`src/rtl/fetch_stage.sv`:
```
// fetch_stage -- instruction fetch stage with a three-state request FSM.
//
// Holds the program counter, issues instruction-memory requests, captures
// the returned word and hands {pc, inst} to decode. Exceptions/ERET from
// writeback and taken jumps/branches from decode redirect the pc.
//
// Optional feature (macro REDIRECT_HOLD_EN): a taken jbr_bus redirect seen
// without an accompanying pc advance is latched and applied at the next
// advance. Without the macro such a redirect is ignored.
//
// Ports:
//   clk        in   1   clock, rising edge
//   rst        in   1   synchronous active-high reset
//   IF_valid   in   1   fetch stage holds a valid slot
//   next_fetch in   1   decode accepted current instruction, advance pc
//   jbr_bus    in  33   {jbr_taken, jbr_target}
//   exc_bus    in  33   {exc_valid, exc_pc}
//   inst_req   out  1   instruction-memory request
//   inst_addr  out 32   request address (= pc)
//   inst_ack   in   1   request accepted, inst_rdata valid this cycle
//   inst_rdata in  32   returned instruction word
//   IF_over    out  1   instruction captured, ready for decode
//   IF_ID_bus  out 64   {pc, inst}
//   IF_pc      out 32   display copy of pc
//   IF_inst    out 32   display copy of inst
module fetch_stage #(
  parameter logic [31:0] STARTADDR = 32'h0000_0000
) (
  input  logic        clk,
  input  logic        rst,
  input  logic        IF_valid,
  input  logic        next_fetch,
  input  logic [32:0] jbr_bus,
  input  logic [32:0] exc_bus,
  output logic        inst_req,
  output logic [31:0] inst_addr,
  input  logic        inst_ack,
  input  logic [31:0] inst_rdata,
  output logic        IF_over,
  output logic [63:0] IF_ID_bus,
  output logic [31:0] IF_pc,
  output logic [31:0] IF_inst
);

  typedef enum logic [1:0] {
    IDLE = 2'd0,
    REQ  = 2'd1,
    DONE = 2'd2
  } state_t;

  state_t      r_state, w_state_nxt;
  logic [31:0] r_pc, w_pc_nxt;
  logic [31:0] r_inst, w_inst_nxt;
  logic        r_discard, w_discard_nxt;
  logic [31:0] w_next_pc;
  logic        w_advance;

  logic        w_jbr_taken, w_exc_valid;
  logic [31:0] w_jbr_target, w_exc_pc;

  assign w_jbr_taken  = jbr_bus[32];
  assign w_jbr_target = jbr_bus[31:0];
  assign w_exc_valid  = exc_bus[32];
  assign w_exc_pc     = exc_bus[31:0];

  // pc advances only when decode takes the captured instruction
  assign w_advance = (r_state == DONE) && next_fetch;

`ifdef REDIRECT_HOLD_EN
  logic        r_pend_valid;
  logic [31:0] r_pend_target;

  // A live redirect overrides an older pending one; exceptions flush it.
  always_ff @(posedge clk) begin
    if (rst) begin
      r_pend_valid  <= 1'b0;
      r_pend_target <= '0;
    end else if (w_exc_valid || w_advance) begin
      r_pend_valid  <= 1'b0;
    end else if (w_jbr_taken) begin
      r_pend_valid  <= 1'b1;
      r_pend_target <= w_jbr_target;
    end
  end

  always_comb begin
    if (w_exc_valid)       w_next_pc = w_exc_pc;
    else if (w_jbr_taken)  w_next_pc = w_jbr_target;
    else if (r_pend_valid) w_next_pc = r_pend_target;
    else                   w_next_pc = r_pc + 32'd4;
  end
`else
  always_comb begin
    if (w_exc_valid)      w_next_pc = w_exc_pc;
    else if (w_jbr_taken) w_next_pc = w_jbr_target;
    else                  w_next_pc = r_pc + 32'd4;
  end
`endif

  always_ff @(posedge clk) begin
    if (rst) begin
      r_state   <= IDLE;
      r_pc      <= STARTADDR;
      r_inst    <= '0;
      r_discard <= 1'b0;
    end else begin
      r_state   <= w_state_nxt;
      r_pc      <= w_pc_nxt;
      r_inst    <= w_inst_nxt;
      r_discard <= w_discard_nxt;
    end
  end

  always_comb begin
    w_state_nxt   = r_state;
    w_pc_nxt      = r_pc;
    w_inst_nxt    = r_inst;
    w_discard_nxt = r_discard;
    inst_req      = 1'b0;
    IF_over       = 1'b0;
    case (r_state)
      IDLE: begin
        if (w_exc_valid) begin
          w_pc_nxt    = w_exc_pc;
          w_state_nxt = REQ;
        end else if (IF_valid) begin
          w_state_nxt = REQ;
        end
      end
      REQ: begin
        inst_req = 1'b1;
        if (w_exc_valid) begin
          // The old request stays outstanding; its ack (if not this cycle)
          // must be dropped, hence discard unless the ack is here now.
          w_pc_nxt      = w_exc_pc;
          w_discard_nxt = ~inst_ack;
        end else if (inst_ack) begin
          if (r_discard) begin
            w_discard_nxt = 1'b0;
          end else begin
            w_inst_nxt  = inst_rdata;
            w_state_nxt = DONE;
          end
        end
      end
      DONE: begin
        IF_over = IF_valid;
        if (w_exc_valid) begin
          w_pc_nxt    = w_exc_pc;
          w_state_nxt = REQ;
        end else if (next_fetch) begin
          w_pc_nxt    = w_next_pc;
          w_state_nxt = REQ;
        end
      end
      default: w_state_nxt = IDLE;
    endcase
  end

  assign inst_addr = r_pc;
  assign IF_ID_bus = {r_pc, r_inst};
  assign IF_pc     = r_pc;
  assign IF_inst   = r_inst;

endmodule

```
`config.mk`:
```
export PLATFORM = sky130hd
export DESIGN_NAME = fetch_stage
export DESIGN_NICKNAME = d
export VERILOG_FILES = /design/src/rtl/fetch_stage.sv
export SDC_FILE = /design/constraint.sdc
export NUM_CORES = 1
export LEC_CHECK = 0
export ABC_CLOCK_PERIOD_IN_PS = 2100
export CORE_UTILIZATION = 34
export CTS_BUF_LIST = sky130_fd_sc_hd__clkbuf_16
export DETAILED_ROUTE_END_ITERATION = 10
export PLACE_DENSITY = 0.83
export SLEW_MARGIN = 20
export SYNTH_ARGS = -nofsm -noshare
export SYNTH_HDL_FRONTEND = slang
export SYNTH_SLANG_ARGS = --single-unit
export TNS_END_PERCENT = 30
```
`constraint.sdc`:
```
create_clock -name clk -period 2.1 [get_ports clk]
set_clock_uncertainty 0.05 [all_clocks]
set_input_delay 0.42 -clock clk [delete_from_list [all_inputs] [get_ports clk]]
set_output_delay 0.42 -clock clk [all_outputs]
set_load 0.01 [all_outputs]
```
* Word level (Yosys, flattened, before mapping)
Index checks and enable logic that the tools add are counted.
** Word-level totals
- Bits in registers :: 67
- Bits of input ports :: 103
** Cells by class
- Multiplexer cells :: 17
- Add/sub/neg operators :: 1
- Equal/unequal tests :: 8
- Reduce and logical (&&, ||, !) cells :: 8
- Bitwise operators :: 3
** Operators by type and width (count)
- 32-bit two-way mux :: 4
- 32-bit one-hot mux with 2 select lines :: 1
- 32-bit by 3-bit adder with 32-bit output (second input constant) :: 1
- 2-bit two-way mux :: 7
- 2-bit != test (second input constant) :: 3
- 3-bit != test (second input constant) :: 2
- 2-bit one-hot mux with 3 select lines :: 1
- 5-bit AND reduction :: 1
- 1-bit two-way mux :: 4
- 4-bit AND reduction :: 1
- 2-bit nonzero test :: 2
- 1-bit NOT :: 3
- 3-bit AND reduction :: 1
- 2-bit by 1-bit equality test with 1-bit output (second input constant) :: 1
- 2-bit equality test (second input constant) :: 1
- 2-bit zero test :: 1
- 2-bit by 1-bit != test with 1-bit output (second input constant) :: 1
- 2-bit AND reduction :: 1
- 2-bit OR reduction :: 1

* Logic depth before layout (Yosys ltp)
Gate-level depths: netlist (run 1).
- Depth in word-level cells :: 5
- Mapped depth :: 7
- Gate-level depth less buffers :: 6

* Worst setup path after synthesis (run 1)
Ideal clock, no wire load.
- Path kind :: reg-to-reg
- Start :: register r_pc[2] (netlist: IF_pc[2])
- End :: register r_pc[24] (netlist: IF_pc[24])
- Buffers on the path :: 0
- Clock period less this slack :: 2.272 ns
- Stages on the path, launching flop included :: 7
- Setup slack :: -0.172 ns
- Arrival :: 2.089 ns
- Path through :: dfxtp_1 ha_1 nand3_1 or4_1 or4_1 a211oi_1 nor4_1
** Between the ends
- Word-level cells in the longest chain between the ends :: 5
** RTL lines
- start, declared :: RTL line 52 : logic [31:0] r_pc, w_pc_nxt;
- start signal, assigned :: RTL line 108 : r_pc <= w_pc_nxt;
- 32-bit by 3-bit adder with 32-bit output :: RTL line 96 : else w_next_pc = r_pc + 32'd4;
- 32-bit two-way mux :: RTL line 95 : else if (w_jbr_taken) w_next_pc = w_jbr_target;
- 32-bit two-way mux :: RTL line 151 : end else if (next_fetch) begin
- 32-bit two-way mux :: RTL line 148 : if (w_exc_valid) begin
- 32-bit one-hot mux with 2 select lines :: RTL line 121 : case (r_state)
No other way between the ends. The select of a mux whose other input is x is not followed.
A chain may end at the register's enable or synchronous reset.

* Final worst setup path (run 1)
- Start :: register r_pc[8] (netlist: IF_pc[8])
- End :: register r_pc[25] (netlist: IF_pc[25])
The elaborated chain is that of the path after synthesis.

==> flow_summary.json, run 1 <==
{
  "rows": 40,
  "fmax_mhz": 480.4,
  "ys_ff_latch": 67,
  "fin_crit_ns": 2.082,
  "synth_most_common_cell": "nand2_1",
  "setup_slack_ns": 0.01833,
  "critPathMaxFanout": 9,
  "ant_nets": 0,
  "min-delay-path-class": "reg2reg",
  "synth_edf_count": 0,
  "worst_pin_slew_ns": 0.4384,
  "clkTransAtPathRegs_ns": 0.06,
  "syn_area_per_cell_sq_um": 7.369,
  "drtPass1Iterations": 5,
  "critPathRequiredTime_ns": 2.28,
  "slew_headroom_pct": 70.77,
  "via_count": 4838,
  "antenna_found_initial": 0,
  "grt_pass1_wl_um": 22640,
  "r2r-start": "IF_pc[8]$_SDFFE_PP0P_",
  "synth_xor_area_share_pct": 1.410,
  "power.density_nw_per_um2": 551.5,
  "status": "finished clean",
  "worst_setup_path_start_kind": "flip-flop",
  "synth_adder_area_share_pct": 0.2878,
  "clock-sinks": 67,
  "core_area_sq_um": 12260,
  "multi_input_area_sq_um": 2145,
  "synth_top_family_by_area": "simple AND/OR/NAND/NOR gates",
  "ys_seq_area_share_pct": 30.85,
  "hold_viol": 0,
  "fin_crit_sh_pct": 99.13,
  "synth_warnings": 0,
  "gp_congestion": 0.8574,
  "die_width_um": 115.1,
  "synthTopCellsByArea": "dfxtp_1 (31%), buf_4 (17%), nand2_1 (9.3%)",
  "finalSetupViolCount": 0,
  "cts_hold_repair.buffers": 0,
  "clk_latency_ns": 0.32,
  "rsz0062_at_grt": "true",
  "holdCritStartpoint": "IF_inst[10]$_SDFFE_PP0P_",
  "start_util_pct": 35.46,
  "p_total_mw": 3.973,
  "async_flop_share_pct": 0,
  "die-area_sq_um": 13240,
  "cts_tree": "yes",
  "num-nets-final": 897,
  "setup-tns-final_ns": 0,
  "critPathCaptureType": "flip-flop",
  "nFillCells": 1106,
  "layout-drive-gt1-share_pct": 12.91,
  "crit_start": "IF_pc[8]$_SDFFE_PP0P_",
  "synth_area_sq_um": 4348,
  "io_buffer_count": 264,
  "utilization_pct": 58.76,
  "htree_levels": 3,
  "grt-ovfl-total": 0,
  "grt_pass1_vias": 4542,
  "synth_compound_area_share_pct": 22.04,
  "syn2layout_area_growth_pct": 65.70,
  "routed_wl_um": 14930,
  "static-leakage-power_nw": 2.621,
  "yosys.area_share.simple_pct": 23.71,
  "numCtsBuffers": 9,
  "grt.total_usage_pct": 21.55,
  "wire_per_inst_um": 15.45,
  "regArea_sq_um": 1353,
  "drcViolationCount": 0,
  "yosys_most_used_dff": "dfxtp_1",
  "ios": 265,
  "netlist_instances": 590,
  "synth_nets": 694,
  "cts_setup_buffers": 0,
  "synth_area_leader_cell": "dfxtp_1",
  "muxShareOfSynthArea_pct": 0.6906,
  "ctsRootBufferMaster": "clkbuf_16",
  "clockBufferDepth": 2,
  "drt_iter0_drc": 419,
  "grt_max_degree": 33,
  "vias_per_cell": 5.008,
  "ir_drop_uv": 422.8,
  "synth_top_area_share_pct": 30.85,
  "die_height_um": 115.1,
  "crit_arrival_ns": 2.26,
  "detailedPlace.worstSlack_ns": -0.2253,
  "crit_type": "reg2reg",
  "final_max_slew_viol_count": 0,
  "synth_commonest_cells": "nand2_1 (108), buf_4 (96), a21oi_1 (75)",
  "hpwlAfterDp_um": 11350,
  "drv_cap": 0,
  "antennaDiodeCount": 0,
  "ys_types": 56
}
==> layer usage <==
layer / GRT usage [%] / vias up / share of wire [%]
met5: 0 / - / 0
met4: 8.571 / 0 / 2.3
met3: 4.323 / 30 / 5.9
met2: 37.15 / 192 / 50
met1: 26.28 / 2236 / 42
li1: - / 2380 / -
==> state kept, by name (all words and copies together) (netlist names) <==
name / flops
r_discard: 1
IF_pc: 32
IF_inst: 32
r_state: 2
==> layout make-up <==
class	instances	share of cell area, %
repair buffers	327	43.61
multi-input cells	377	29.77
flip-flops and latches	67	18.77
clock buffers	10	3.473
well taps	168	2.918
clock inverters	6	0.8857
inverters	11	0.5731
==> worst paths after layout <==
path	to	slack, ns	cells after the start
worst max-delay path	IF_pc[25]$_SDFFE_PP0P_	0.02	5
worst min-delay path	IF_inst[10]$_SDFFE_PP0P_	0.42	2
worst max register to register	IF_pc[25]$_SDFFE_PP0P_	0.02	5
worst min register to register	IF_inst[10]$_SDFFE_PP0P_	0.42	2
==> what timing repair did <==
action | in CTS | in global routing
hold endpoints to repair | 0 | 0
endpoints found under the setup margin | 1 | 8
resized for setup | 1 | 6
==> critical path: stages (launching register included) <==
cell	delay, ns
dfxtp_1	0.38
nand4_4	0.18
or4_1	0.70
o41ai_2	0.33
a21oi_1	0.11
a311oi_1	0.25
==> where the power goes <==
group          switching [mW]  internal [mW]
clock                   0.564          0.989
combinational           0.416          0.603
sequential             0.0631           1.34
==> cell families after synthesis <==
kind of cell,after synthesis
multiplexers,3
AND/OR/NAND/NOR,212
adder cells (fa/ha/maj),1
flip-flops,67
AO/OA/AOI/OAI,154
buffers and inverters,146
XOR/XNOR,7
==> through the flow <==
stage | hold WS [ns] | cell area, sq um | std cells
final | 0.4170 | 7204 | 966
after global routing | 0.4453 | 7204 | 966
after CTS | 0.4214 | 7177 | 966
after detailed placement | 0.4173 | 6864 | 950
after global placement | 0.4062 | 6864 | 950
after floorplan | 0.4428 | 4370 | 590
==> placed cells by master, fill, tap and decap left out, types with 6 or more instances in the layout <==
cell type,count
clkdlybuf4s50_1,261
nor2_1,18
o211ai_1,8
buf_4,60
o21ai_0,20
clkbuf_16,10
a31oi_1,6
nand3_1,19
inv_1,12
a311oi_1,9
nor3_1,10
nand2b_1,11
a211oi_1,9
nand2_1,108
a21oi_1,75
dfxtp_1,62
No activity file was read; power rests on OpenSTA's default activity.
==> run 2, diff against run 1 <==
- ABC_CLOCK_PERIOD_IN_PS: 2100 -> unset
- HOLD_SLACK_MARGIN: unset -> 0.03
==> results of run 2 <==
The final DEF is identical to that of run 1; final timing and power are the same.
==> run 3, diff against run 2 <==
- CORE_UTILIZATION: 34 -> 35
- PLACE_DENSITY: 0.83 -> 0.82
- clock period: 2.1 -> 2.2 ns (I/O delays scaled with it)
==> run 3 against run 2 <==
Against the previous run: hold slack better by 0.0043 ns; via count up 0.83%; sequential power is 4% lower; critical endpoint is now IF_pc[24]$_SDFFE_PP0P_; largest cell class unchanged.
==> flow_summary.json, run 3 (synthesis results as in run 1) <==
{
  "ir_drop_uv": 422.5,
  "crit_start": "IF_pc[2]$_SDFFE_PP0P_",
  "min-delay-path-class": "reg2reg",
  "io_buffer_count": 264,
  "slowest_stage": "or4_4",
  "path_cells": "ha_1 > nand3_2 > or4_4 > or4_1 > a211oi_2 > nor4_1",
  "start_util_pct": 36.05,
  "die_height_um": 113.5,
  "grt-ovfl-total": 0,
  "numCtsBuffers": 9,
  "ctsRootBufferMaster": "clkbuf_16",
  "finalSetupViolCount": 0,
  "cts_setup_buffers": 0,
  "crit_type": "reg2reg",
  "worst_r2r_path_depth": 6,
  "final_max_slew_viol_count": 0,
  "status": "finished clean",
  "grt.total_usage_pct": 22.10,
  "hold_viol": 0,
  "num-nets-final": 890,
  "vias_per_cell": 5.092,
  "static-leakage-power_nw": 2.568,
  "placedInstanceArea_sq_um": 6792,
  "crit_family": "simple AND/OR/NAND/NOR gates",
  "power.density_nw_per_um2": 539.5,
  "core_area_sq_um": 12060,
  "rrSetupSlack_ns": 0.03,
  "drv_cap": 0,
  "routed_wl_um": 14870,
  "die-area_sq_um": 12870,
  "antenna_found_initial": 0,
  "hpwlAfterDp_um": 11200,
  "fin_crit_ns": 2.168,
  "wire_per_inst_um": 15.52,
  "die_width_um": 113.5,
  "clockBufferDepth": 2,
  "cp_num_buf_inv": 0,
  "worst_setup_path_start_kind": "flip-flop",
  "via_count": 4878,
  "timing.hold.ws_ns": 0.4213,
  "clk_latency_ns": 0.33,
  "drcViolationCount": 0,
  "r2r-end": "IF_pc[24]$_SDFFE_PP0P_",
  "cp_slowest_stage_delay_ns": 0.53,
  "slew_headroom_pct": 69.39,
  "worst_pin_slew_ns": 0.4592,
  "crit_arrival_ns": 2.31,
  "rows": 40,
  "fin_crit_sh_pct": 98.53,
  "clkTransAtPathRegs_ns": 0.06,
  "clock-sinks": 67,
  "cts_tree": "yes",
  "antennaDiodeCount": 0,
  "critPathRequiredTime_ns": 2.34,
  "drtPass1Iterations": 5,
  "drt_iter0_drc": 308,
  "r2r-start": "IF_pc[2]$_SDFFE_PP0P_",
  "fin_area_sq_um": 7129,
  "layout_common_cells": "clkdlybuf4s50_1 (262), nand2_1 (108), a21oi_1 (75)",
  "cts_hold_repair.buffers": 0,
  "grt_pass1_vias": 4499,
  "grt_pass1_wl_um": 22360,
  "grt_max_degree": 33,
  "critPathMaxFanout": 3,
  "critPathCaptureType": "flip-flop",
  "fmax_mhz": 461.3,
  "layout-drive-gt1-share_pct": 11.52,
  "crit_path_end": "IF_pc[24]$_SDFFE_PP0P_",
  "ios": 265,
  "ant_nets": 0,
  "final_common_cell": "clkdlybuf4s50_1",
  "syn2layout_area_growth_pct": 63.97,
  "utilization_pct": 59.11,
  "gp_congestion": 0.8578,
  "cp_num_cells": 6,
  "htree_levels": 3
}
==> run 3: metrics by stage <==
stage | power, mW | instances | TNS, ns | worst slack, ns
detailed placement | 2.324 | 943 | -0.9885 | -0.2220
floorplan | 1.816 | 590 | 0 | 0.03053
CTS | 3.877 | 958 | 0 | 0.008306
global placement | 2.313 | 943 | -0.3525 | -0.09945
finish | 3.847 | 958 | 0 | 0.03236
global route | 4.002 | 958 | -0.08643 | -0.08643
==> run 3: tightest hold or removal path: stages, from the launching register on <==
cell	delay, ns
dfxtp_1	0.32
nand2_1	0.05
a21oi_1	0.05
==> run 3: worst min-delay path by stage <==
stage	start	to	cells after the start
CTS	IF_inst[19]$_SDFFE_PP0P_	IF_inst[19]$_SDFFE_PP0P_	2
global route	IF_inst[29]$_SDFFE_PP0P_	IF_inst[29]$_SDFFE_PP0P_	2
floorplan	IF_inst[0]$_SDFFE_PP0P_	IF_inst[0]$_SDFFE_PP0P_	2
detailed placement	IF_inst[16]$_SDFFE_PP0P_	IF_inst[16]$_SDFFE_PP0P_	2
global placement	IF_inst[8]$_SDFFE_PP0P_	IF_inst[8]$_SDFFE_PP0P_	2
finish	IF_inst[10]$_SDFFE_PP0P_	IF_inst[10]$_SDFFE_PP0P_	2
==> run 3: timing repair <==
item	in CTS	in global routing
setup endpoints to repair	1	4
cloned	0	0
resized for setup	1	5
==> run 3: layout make-up <==
type                       instances  area (sq um)
clock buffer                       9         225.2
clock inverter                     6         90.09
fill                            1089          4932
inverter                          11         41.29
multi-input combinational        377          2128
sequential                        67          1344
tap                              168         210.2
timing repair buffer             320          3090
==> run 3: report_power, final <==
part,switching [mW],internal [mW]
Sequential,0.0654,1.28
Clock,0.551,0.989
Combinational,0.390,0.572
Total,1.01,2.84
==> run 3: routing by layer <==
layer / global-route usage, % / vias up / share of wire (%)
met5: 0 / - / 0
met4: 8.246 / 0 / 1.8
met3: 4.516 / 23 / 6.8
met2: 38.36 / 218 / 50
met1: 26.96 / 2278 / 41
li1: - / 2359 / -
